==> src/rtl/fmap_stream_pkg.sv <==
// Shared types and width helpers for the feature-map row-stream transmitter.
//   state_t   : frame FSM states
//   f_cnt_w   : bits needed to hold 0..n
//   f_addr_w  : bits needed to address n entries (never below 1)
//   f_max     : larger of two integers
package fmap_stream_pkg;

  typedef enum logic [2:0] {
    ST_IDLE,
    ST_VSYNC,
    ST_FILL,
    ST_HSYNC,
    ST_SEND,
    ST_GAP,
    ST_DONE
  } state_t;

  function automatic int f_cnt_w(input int n);
    return (n < 1) ? 1 : $clog2(n + 1);
  endfunction

  function automatic int f_addr_w(input int n);
    return (n <= 1) ? 1 : $clog2(n);
  endfunction

  function automatic int f_max(input int a, input int b);
    return (a > b) ? a : b;
  endfunction

endpackage

==> src/rtl/fmap_stream_tx_if.sv <==
// Bundle of the upstream word handshake and the downstream frame stream.
//   master : environment side (drives start/valid/tdata, observes stream)
//   slave  : transmitter side (fmap_stream_tx)
interface fmap_stream_tx_if #(
  parameter int WIDTH_D = 27
);
  logic               i_start;
  logic               i_valid;
  logic [WIDTH_D-1:0] i_tdata;
  logic               o_ready;
  logic               o_vsync;
  logic               o_hsync;
  logic               o_reuse;
  logic               o_valid;
  logic [WIDTH_D-1:0] o_tdata;
  logic               o_busy;
  logic               o_done;

  modport master (
    output i_start, i_valid, i_tdata,
    input  o_ready, o_vsync, o_hsync, o_reuse, o_valid, o_tdata, o_busy, o_done
  );

  modport slave (
    input  i_start, i_valid, i_tdata,
    output o_ready, o_vsync, o_hsync, o_reuse, o_valid, o_tdata, o_busy, o_done
  );
endinterface

==> src/rtl/fmap_row_buf.sv <==
// One-row buffer: SIZE x WIDTH_D simple dual-port RAM, one write port and one
// read port with a registered output (read latency 1). No reset on the array or
// the read register so it maps onto block/distributed RAM.
//   i_sclk          clock
//   i_we/i_waddr/i_wdata  write port
//   i_re/i_raddr    read request; o_rdata valid the following cycle
module fmap_row_buf #(
  parameter int WIDTH_D = 27,
  parameter int SIZE    = 56,
  parameter int AW      = 6
) (
  input  logic               i_sclk,
  input  logic               i_we,
  input  logic [AW-1:0]      i_waddr,
  input  logic [WIDTH_D-1:0] i_wdata,
  input  logic               i_re,
  input  logic [AW-1:0]      i_raddr,
  output logic [WIDTH_D-1:0] o_rdata
);
  logic [WIDTH_D-1:0] r_mem [SIZE];
  logic [WIDTH_D-1:0] r_rdata;

  always_ff @(posedge i_sclk) begin
    if (i_we) r_mem[i_waddr] <= i_wdata;
    if (i_re) r_rdata <= r_mem[i_raddr];
  end

  assign o_rdata = r_rdata;
endmodule

==> src/rtl/fmap_stream_tx.sv <==
// Row-stream transmitter: buffers one row from a valid/ready word source, then
// replays it REPEAT times as hsync + SIZE contiguous beats + HGAP idle cycles.
// A frame starts with VS_LEN cycles of vsync and ends with a one-cycle done.
//   i_sclk   clock
//   i_rst_n  asynchronous active-low reset
//   bus      fmap_stream_tx_if.slave: i_start, i_valid, i_tdata in;
//            o_ready, o_vsync, o_hsync, o_reuse, o_valid, o_tdata, o_busy, o_done out
module fmap_stream_tx
  import fmap_stream_pkg::*;
#(
  parameter int WIDTH_D = 27,
  parameter int SIZE    = 56,
  parameter int ROWS    = 56,
  parameter int REPEAT  = 1,
  parameter int HGAP    = 21,
  parameter int VS_LEN  = 4
) (
  input  logic           i_sclk,
  input  logic           i_rst_n,
  fmap_stream_tx_if.slave bus
);
  localparam int CW = f_cnt_w(SIZE);
  localparam int PW = f_cnt_w(REPEAT);
  localparam int RW = f_cnt_w(ROWS);
  localparam int GW = f_cnt_w(f_max(VS_LEN, HGAP));
  localparam int AW = f_addr_w(SIZE);

  localparam logic [CW-1:0] C_LAST = CW'(SIZE - 1);
  localparam logic [CW-1:0] C_SIZE = CW'(SIZE);
  localparam logic [PW-1:0] P_LAST = PW'(REPEAT - 1);
  localparam logic [RW-1:0] R_LAST = RW'(ROWS - 1);
  localparam logic [GW-1:0] V_LAST = GW'(VS_LEN - 1);
  localparam logic [GW-1:0] G_LAST = GW'(HGAP - 1);

  state_t        r_state, w_state_next;
  logic [CW-1:0] r_col,   w_col_next;
  logic [PW-1:0] r_pass,  w_pass_next;
  logic [RW-1:0] r_row,   w_row_next;
  logic [GW-1:0] r_cnt,   w_cnt_next;

  logic r_ready, r_vsync, r_hsync, r_reuse, r_valid, r_busy, r_done;
  logic w_ready_next, w_vsync_next, w_hsync_next, w_reuse_next;
  logic w_valid_next, w_busy_next, w_done_next;

  logic               w_acc;
  logic               w_re;
  logic [AW-1:0]      w_raddr;
  logic [WIDTH_D-1:0] w_rd_data;

  // r_ready is high exactly while in FILL, so it doubles as the state qualifier.
  assign w_acc = bus.i_valid & r_ready;

  // In SEND r_col is the address of the word for the next beat; address 0 is
  // fetched during HSYNC so the first beat lands the cycle after hsync.
  assign w_re    = (r_state == ST_HSYNC) || ((r_state == ST_SEND) && (r_col != C_SIZE));
  assign w_raddr = (r_state == ST_HSYNC) ? '0 : r_col[AW-1:0];

  fmap_row_buf #(
    .WIDTH_D(WIDTH_D),
    .SIZE   (SIZE),
    .AW     (AW)
  ) u_row_buf (
    .i_sclk (i_sclk),
    .i_we   (w_acc),
    .i_waddr(r_col[AW-1:0]),
    .i_wdata(bus.i_tdata),
    .i_re   (w_re),
    .i_raddr(w_raddr),
    .o_rdata(w_rd_data)
  );

  // State, counters and output registers.
  always_ff @(posedge i_sclk or negedge i_rst_n) begin
    if (!i_rst_n) begin
      r_state <= ST_IDLE;
      r_col   <= '0;
      r_pass  <= '0;
      r_row   <= '0;
      r_cnt   <= '0;
      r_ready <= 1'b0;
      r_vsync <= 1'b0;
      r_hsync <= 1'b0;
      r_reuse <= 1'b0;
      r_valid <= 1'b0;
      r_busy  <= 1'b0;
      r_done  <= 1'b0;
    end else begin
      r_state <= w_state_next;
      r_col   <= w_col_next;
      r_pass  <= w_pass_next;
      r_row   <= w_row_next;
      r_cnt   <= w_cnt_next;
      r_ready <= w_ready_next;
      r_vsync <= w_vsync_next;
      r_hsync <= w_hsync_next;
      r_reuse <= w_reuse_next;
      r_valid <= w_valid_next;
      r_busy  <= w_busy_next;
      r_done  <= w_done_next;
    end
  end

  // Next state and counters.
  always_comb begin
    w_state_next = r_state;
    w_col_next   = r_col;
    w_pass_next  = r_pass;
    w_row_next   = r_row;
    w_cnt_next   = r_cnt;
    case (r_state)
      ST_IDLE: begin
        if (bus.i_start) begin
          w_state_next = ST_VSYNC;
          w_col_next   = '0;
          w_pass_next  = '0;
          w_row_next   = '0;
          w_cnt_next   = '0;
        end
      end
      ST_VSYNC: begin
        if (r_cnt == V_LAST) begin
          w_state_next = ST_FILL;
          w_cnt_next   = '0;
        end else begin
          w_cnt_next = r_cnt + 1'b1;
        end
      end
      ST_FILL: begin
        if (w_acc) begin
          if (r_col == C_LAST) begin
            w_state_next = ST_HSYNC;
            w_col_next   = '0;
          end else begin
            w_col_next = r_col + 1'b1;
          end
        end
      end
      ST_HSYNC: begin
        w_state_next = ST_SEND;
        w_col_next   = CW'(1);
      end
      ST_SEND: begin
        if (r_col == C_SIZE) begin
          w_state_next = ST_GAP;
          w_col_next   = '0;
          w_cnt_next   = '0;
        end else begin
          w_col_next = r_col + 1'b1;
        end
      end
      ST_GAP: begin
        if (r_cnt == G_LAST) begin
          w_cnt_next = '0;
          if (r_pass != P_LAST) begin
            w_pass_next  = r_pass + 1'b1;
            w_state_next = ST_HSYNC;
          end else if (r_row != R_LAST) begin
            w_row_next   = r_row + 1'b1;
            w_pass_next  = '0;
            w_state_next = ST_FILL;
          end else begin
            w_state_next = ST_DONE;
          end
        end else begin
          w_cnt_next = r_cnt + 1'b1;
        end
      end
      ST_DONE:  w_state_next = ST_IDLE;
      default:  w_state_next = ST_IDLE;
    endcase
  end

  // Outputs decoded from the next state so they register alongside it.
  always_comb begin
    w_ready_next = (w_state_next == ST_FILL);
    w_vsync_next = (w_state_next == ST_VSYNC);
    w_hsync_next = (w_state_next == ST_HSYNC);
    w_valid_next = (w_state_next == ST_SEND);
    w_reuse_next = (w_state_next == ST_SEND) && (w_pass_next != '0);
    w_busy_next  = (w_state_next != ST_IDLE) && (w_state_next != ST_DONE);
    w_done_next  = (w_state_next == ST_DONE);
  end

  assign bus.o_ready = r_ready;
  assign bus.o_vsync = r_vsync;
  assign bus.o_hsync = r_hsync;
  assign bus.o_reuse = r_reuse;
  assign bus.o_valid = r_valid;
  assign bus.o_busy  = r_busy;
  assign bus.o_done  = r_done;
  // The RAM read register holds stale words between bursts; mask them off.
  assign bus.o_tdata = r_valid ? w_rd_data : '0;
endmodule

==> src/flat_wrapper.sv <==
// flat-port wrapper written by rule: the top's interface ports become plain ports
module fmap_stream_tx_flat import fmap_stream_pkg::*;
#(
  parameter int WIDTH_D = 27,
  parameter int SIZE    = 56,
  parameter int ROWS    = 56,
  parameter int REPEAT  = 1,
  parameter int HGAP    = 21,
  parameter int VS_LEN  = 4
)
  (i_sclk, i_rst_n, bus_i_start, bus_i_valid, bus_i_tdata, bus_o_ready, bus_o_vsync, bus_o_hsync, bus_o_reuse, bus_o_valid, bus_o_tdata, bus_o_busy, bus_o_done);
  fmap_stream_tx_if #(.WIDTH_D(WIDTH_D)) bus_i ();
  input  logic i_sclk;
  input  logic i_rst_n;
  input wire logic [$bits(bus_i.i_start)-1:0] bus_i_start;
  input wire logic [$bits(bus_i.i_valid)-1:0] bus_i_valid;
  input wire logic [$bits(bus_i.i_tdata)-1:0] bus_i_tdata;
  output wire logic [$bits(bus_i.o_ready)-1:0] bus_o_ready;
  output wire logic [$bits(bus_i.o_vsync)-1:0] bus_o_vsync;
  output wire logic [$bits(bus_i.o_hsync)-1:0] bus_o_hsync;
  output wire logic [$bits(bus_i.o_reuse)-1:0] bus_o_reuse;
  output wire logic [$bits(bus_i.o_valid)-1:0] bus_o_valid;
  output wire logic [$bits(bus_i.o_tdata)-1:0] bus_o_tdata;
  output wire logic [$bits(bus_i.o_busy)-1:0] bus_o_busy;
  output wire logic [$bits(bus_i.o_done)-1:0] bus_o_done;
  assign bus_i.i_start = bus_i_start;
  assign bus_i.i_valid = bus_i_valid;
  assign bus_i.i_tdata = bus_i_tdata;
  assign bus_o_ready = bus_i.o_ready;
  assign bus_o_vsync = bus_i.o_vsync;
  assign bus_o_hsync = bus_i.o_hsync;
  assign bus_o_reuse = bus_i.o_reuse;
  assign bus_o_valid = bus_i.o_valid;
  assign bus_o_tdata = bus_i.o_tdata;
  assign bus_o_busy = bus_i.o_busy;
  assign bus_o_done = bus_i.o_done;
  fmap_stream_tx #(.WIDTH_D(WIDTH_D), .SIZE(SIZE), .ROWS(ROWS), .REPEAT(REPEAT), .HGAP(HGAP), .VS_LEN(VS_LEN)) u_core (.i_sclk(i_sclk), .i_rst_n(i_rst_n), .bus(bus_i));
endmodule
==> config.mk <==
export PLATFORM = sky130hd
export DESIGN_NAME = fmap_stream_tx_flat
export DESIGN_NICKNAME = d
export VERILOG_FILES = /design/src/rtl/fmap_stream_pkg.sv /design/src/rtl/fmap_stream_tx_if.sv /design/src/rtl/fmap_row_buf.sv /design/src/rtl/fmap_stream_tx.sv /design/src/flat_wrapper.sv
export SDC_FILE = /design/constraint.sdc
export NUM_CORES = 2
export LEC_CHECK = 0
export BUFFER_PORTS_ARGS = -buffer_cell sky130_fd_sc_hd__buf_4
export CORE_UTILIZATION = 32
export DETAILED_ROUTE_END_ITERATION = 16
export GPL_ROUTABILITY_DRIVEN = 0
export RECOVER_POWER = 50
export SYNTH_ARGS = -nofsm -noshare
export SYNTH_HDL_FRONTEND = slang
export SYNTH_SLANG_ARGS = --single-unit
==> constraint.sdc <==
create_clock -name i_sclk -period 4.9 [get_ports i_sclk]
set_clock_uncertainty 0.1 [all_clocks]
set_input_delay 0.735 -clock i_sclk [delete_from_list [all_inputs] [get_ports i_sclk]]
set_output_delay 0.735 -clock i_sclk [all_outputs]
set_load 0.1 [all_outputs]
**After elaboration in Yosys (flattened, before gate mapping)**

Memory sizes are Yosys's and may differ from the RTL's. A register that Yosys moved wholly into a read port is not among the register bits.
Index checks and enable logic that the tools add are counted.

- $add $sub $neg: 4
- Bitwise logic cells: 1
- Muxes and demuxes: 31
- Eq/ne operators: 23
- Reductions and logical operators: 12

Operators with widths:

| operator | number |
|---|---|
| two-way mux 6 bit | 8 |
| two-way mux 27 bit | 1 |
| two-way mux 3 bit | 8 |
| one-hot mux 6 bit (4 select lines) | 1 |
| two-way mux 5 bit | 4 |
| one-hot mux 5 bit (4 select lines) | 1 |
| one-hot mux 3 bit (6 select lines) | 1 |
| adder 6 x 1 -> 6 bit, second input constant | 2 |
| equality test 3 x 2 -> 1 bit, second input constant | 4 |
| equality test 3 bit, second input constant | 4 |
| equality test 6 bit, second input constant | 2 |
| != test 6 bit, second input constant | 2 |
| one-hot mux 6 bit (2 select lines) | 1 |
| != test 2 bit, second input constant | 4 |
| nonzero test 4 bit | 2 |
| equality test 3 x 1 -> 1 bit, second input constant | 2 |
| AND reduction 3 bit | 2 |
| adder 5 x 1 -> 5 bit, second input constant | 1 |
| equality test 5 x 2 -> 1 bit, second input constant | 1 |
| equality test 5 bit, second input constant | 1 |
| two-way mux 1 bit | 5 |
| AND reduction 5 bit | 1 |
| != test 2 x 1 -> 1 bit, second input constant | 2 |
| logical AND 1 bit | 3 |
| 8 further kinds | 8 |

- Bits in registers: 28
- Memories: 1
- Output and inout port bits: 34
- Input port bits: 31
- Logic and storage cells: 84
- Bits in writable memories: 1512

Memory list:

| name | words | width | rd ports | clocked after Yosys merged registers in | wr ports | line | source |
|---|---|---|---|---|---|---|---|
| u_core.u_row_buf.r_mem | 56 | 27 | 1 | 1 | 1 | fmap_row_buf.sv:20 | `logic [WIDTH_D-1:0] r_mem [SIZE];` |

**Longest topological paths before layout**

- Depth in word-level cells: 7
- Mapped depth: 11
- Depth with buffers taken out: 8

**Cells and area by module**

A second synthesis with hierarchy kept.

- Cell total of the unflattened synthesis: 2913
- Area, all modules: 60958.5 um^2

By module, submodules not included:

| module | cells each | instances | area each (um^2) | sequential area each (um^2) |
|---|---|---|---|---|
| fmap_row_buf | 2710 | 1 | 59116.7 | 46214.3 |
| fmap_stream_tx | 203 | 1 | 1841.8 | 700.7 |

**Worst setup path after synthesis**

OpenSTA, ideal clock, no wires.

- Path type: flip-flop to flip-flop
- From: register u_core.r_ready (netlist: u_core.bus.o_ready)
- To: memory u_core.u_row_buf.r_mem[39][0], enable pin
- Required time: 4.321 ns
- Clock period less this slack: 4.406 ns
- Arrival time: 3.827 ns
- Setup time: 0.479 ns
- Path slack: 0.494 ns
- Cell stages (with the launch flop): 3
- Buffers on the path: 0
- Path through: dfrtp_1 nand2_1 nor4_1

- Cells in the longest elaborated chain, start to end: 3

RTL lines:

| element | line | source |
|---|---|---|
| from (decl) | fmap_stream_tx.sv:41 | `logic r_ready, r_vsync, r_hsync, r_reuse, r_valid, r_busy, r_done;` |
| from (signal assigned) | fmap_stream_tx.sv:93 | `r_ready <= w_ready_next;` |
| AND 1 bit | fmap_stream_tx.sv:51 | `assign w_acc = bus.i_valid & r_ready;` |
| two-way mux 1 bit | fmap_row_buf.sv:24 | `if (i_we) r_mem[i_waddr] <= i_wdata;` |
| two-way mux 1 bit (not written as such) | fmap_row_buf.sv:24 |  |
| to (decl) | fmap_row_buf.sv:20 |  |

Every way passes these cells.

**Final worst setup path**

- From: register u_core.r_state[1]
- To: register u_core.u_row_buf.r_rdata[17] (netlist: u_core.u_row_buf.o_rdata[17]) (read register of u_core.u_row_buf.r_mem), data pin

- Cells in the longest elaborated chain, start to end: 3
- Elaborated cells between the ends (all ways): 5
- Those cells by class: 2 x eq/ne; 1 x mux; 2 x reduce/logical

RTL lines:

| element | line | source |
|---|---|---|
| from (decl) | fmap_stream_tx.sv:35 | `state_t r_state, w_state_next;` |
| from (signal assigned) | fmap_stream_tx.sv:88 | `r_state <= w_state_next;` |
| equality test 3 bit | fmap_stream_tx.sv:55 | `assign w_re = (r_state == ST_HSYNC) \|\| ((r_state == ST_SEND) && (r_col != C_SIZE));` |
| logical AND 1 bit | fmap_stream_tx.sv:55 |  |
| logical OR 1 bit | fmap_stream_tx.sv:55 |  |
| to (decl) | fmap_row_buf.sv:21 | `logic [WIDTH_D-1:0] r_rdata;` |

Several ways; a longest one is shown, not always the timed one.
A chain may end at the register's enable or synchronous reset.

==> results.txt <==
Run status - finished, violations left
Failing checks - max-capacitance violations, max-slew violations
Final instance area - 72390 µm²
TritonCTS clock tree - done
Max-cap violations - 28
Setup_tns - 0 ns
GR Util All Layers - 0.1811
Endpoints failing setup - 0
Startpoint class of the critical path - register
Seq/Total Area, Yosys - 0.7380
First-pass GRT wire length - 263200 µm
DRT Wirelength - 185800 µm
Compound-cell area share of the yosys netlist - 0.1054
Cells after synthesis - 3964
Overflow left after global routing - 0
FILL cells - 18430
Hold Fails Final Rpt - 0
Top cells by count, synth - edfxtp_1, mux2i_1, nor2_1
Worst-Skew Late Latency - 0.82 ns
Worst Hold Class - reg2reg
Peak Freq - 0.2519 GHz
XOR/XNOR Fraction of Synth Area - 0.0001378
Period utilization - 0.8101
Critical path class - reg2reg
Drt first pass iters - 6
Multi-input logic area - 15100 µm²
CTS root buf - clkbuf_16
Synth Area in Simple Gates - 0.05666
Multiplexer area fraction after synthesis - 0.06979
FF+latch count, synth - 1567
Share of cells above drive strength 1 - 0.1358
Port Buffers - 64
Worst slew pin tran - 3.575 ns
Max clock buf depth - 3
Worst vdd ir - 0.4254 mV
Count leader, synth - edfxtp_1
Die Span Y - 447.7 µm
Pleak - 22.54 nW
Asr flop ratio synth - 0.01787
Synth area leader - edfxtp_1
Initial DRC count - 4807
Tmin final - 3.969 ns
Largest net degree at the start of global routing - 129
Syn_nets - 4000
Area Growth Syn to Fin - 13.87%
Cell Area, Synth - 63570 µm²
Top FF cell, synth - edfxtp_1
DP Wirelength - 106200 µm
# IOs - 65
Final Max Tran Viols - 1569
Clock-pin slew of the registers on the worst-case setup and hold paths - 0.06 ns
Crit path DAT - 4.43 ns
Worst setup EP type - register
FP Rows - 163
Wire length per cell - 27.25 µm
Die area - 200400 µm²
Slew headroom - -1.383
Largest family of logic cells by synthesized area - compound AO/OA/AOI/OAI gates
Avg Inst Size Synth - 16.04 µm²
CTS Buf Count - 156
Residual DRC count - 0
Drt via density - 5.538
Critical path fanouts, max - 26
Post-CTS Setup Repair Bufs - 0
Cell variety after synth - 74
Post-CTS Hold Fix Bufs - 1
Vias in the first global route - 35620
Post-CTS sizing - 0
Placed cell count - 6524
Post-route ant nets - 0
Layout Cells excl Fill - 6818
PD cells - 487.4 nW/µm²
RSZ-0062 raised after global routing - false
Main area contributors after synthesis - edfxtp_1, mux2i_1, o221ai_1
DP Area - 67560 µm²
Antenna violations before repair - 13
Clock Sinks - 1567
Yosys top cell area share - 0.7270
Fin nets - 4080
Die X-Extent - 447.7 µm
FF+latch area - 46930 µm²
Post-synth EDFFs - 1539
WP data required - 5.36 ns
H-tree Lvls - 4
Synth Area in Adders - 0.0009841
Routed via count - 37760
Yosys warnings - 0
Initial Util - 0.3220
CORE AREA - 197400 µm²
## per-layer routing
layer | GRT usage | vias to the layer above | share of wire
met5 | 0 | - | 0.00017
li1 | - | 16230 | -
met2 | 0.2862 | 1714 | 0.47
met4 | 0.07279 | 4 | 0.042
met1 | 0.2461 | 19530 | 0.41
met3 | 0.03227 | 282 | 0.081
## state kept, by name, indices dropped and copies added (netlist names), 3 cells and up
| signal | count |
|---|---|
| u_core.u_row_buf.o_rdata | 27 |
| u_core.r_cnt | 5 |
| u_core.r_row | 6 |
| u_core.u_row_buf.r_mem | 1512 |
| u_core.r_state | 3 |
| u_core.r_col | 6 |
## where the power goes
part,internal (W),switching [W]
clock network,0.00647,0.00522
logic,0.00249,0.00578
registers,0.0150,0.000303
## worst max-delay path, cell delays in order, from the launching register on
cell	delay, ns
dfrtp_1	0.56
and3b_1	0.72
nor2_4	0.31
buf_4	0.35
o311ai_0	0.77
o211ai_1	0.40
buf_4	0.26
a32o_1	0.20
## cells by family (layout without fill, tap and decap cells)
family	Yosys count	in the layout
AOI/OAI and AO/OA	880	880
and+or+nand+nor	697	697
xor gates and xnor gates	1	1
buffers and inverters	379	584
DFF	1567	1567
other	0	9
adders and majority gates	5	5
muxes	435	435
## cells in the final DEF, fill, tap and decap left out, drive strengths merged, types with 31 or more instances in the layout
cell and n:
mux2 66, o211ai 61, or4 31, nor2 207, o311ai 135, a21oi 91
and3 82, nand2 46, nor3 91, clkinv 78, edfxtp 1539, inv 73
o221ai 108, nand3 155, o21ai 102, mux2i 369, a221oi 39, clkbuf 227
buf 194, a211oi 67, a21boi 92
## cell type report
| class | instances | share of cell area |
|---|---|---|
| Tap cell | 2640 | 0.04563 |
| Sequential cell | 1567 | 0.6483 |
| Antenna cell | 9 | 0.0003111 |
| Inverter | 67 | 0.003509 |
| Clock inverter | 95 | 0.01213 |
| Multi-Input combinational cell | 2018 | 0.2086 |
| Clock buffer | 188 | 0.05631 |
| Timing Repair Buffer | 234 | 0.02518 |
## per-stage QoR
stage,setup slack [ns],power (W),utilization,hold WS (ns)
2_1_floorplan,0.4938,0.02082,-,0.3394
3_3_place_gp,1.081,0.02367,0.3422,0.3974
3_5_place_dp,1.144,0.02373,0.3422,0.4128
4_1_cts,1.131,0.03532,0.3674,0.2752
5_1_grt,0.8949,0.03635,0.3666,0.4396
6_report,0.9305,0.03528,0.3667,0.4254
## final timing paths
check / to / startpoint / slack [ns] / cells past startpoint
max: u_core.u_row_buf.o_rdata[17] / u_core.r_state[1] / 0.93 / 7
min: u_core.r_row[1] / u_core.r_row[1] / 0.43 / 2
max reg2reg: u_core.u_row_buf.o_rdata[17] / u_core.r_state[1] / 0.93 / 7
min reg2reg: u_core.r_row[1] / u_core.r_row[1] / 0.43 / 2
max in group asynchronous: u_core.r_col[1] / i_rst_n / 2.59 / 2
min in group asynchronous: u_core.bus.o_vsync / i_rst_n / 0.84 / 2
Power figures use the tool's default switching activity.
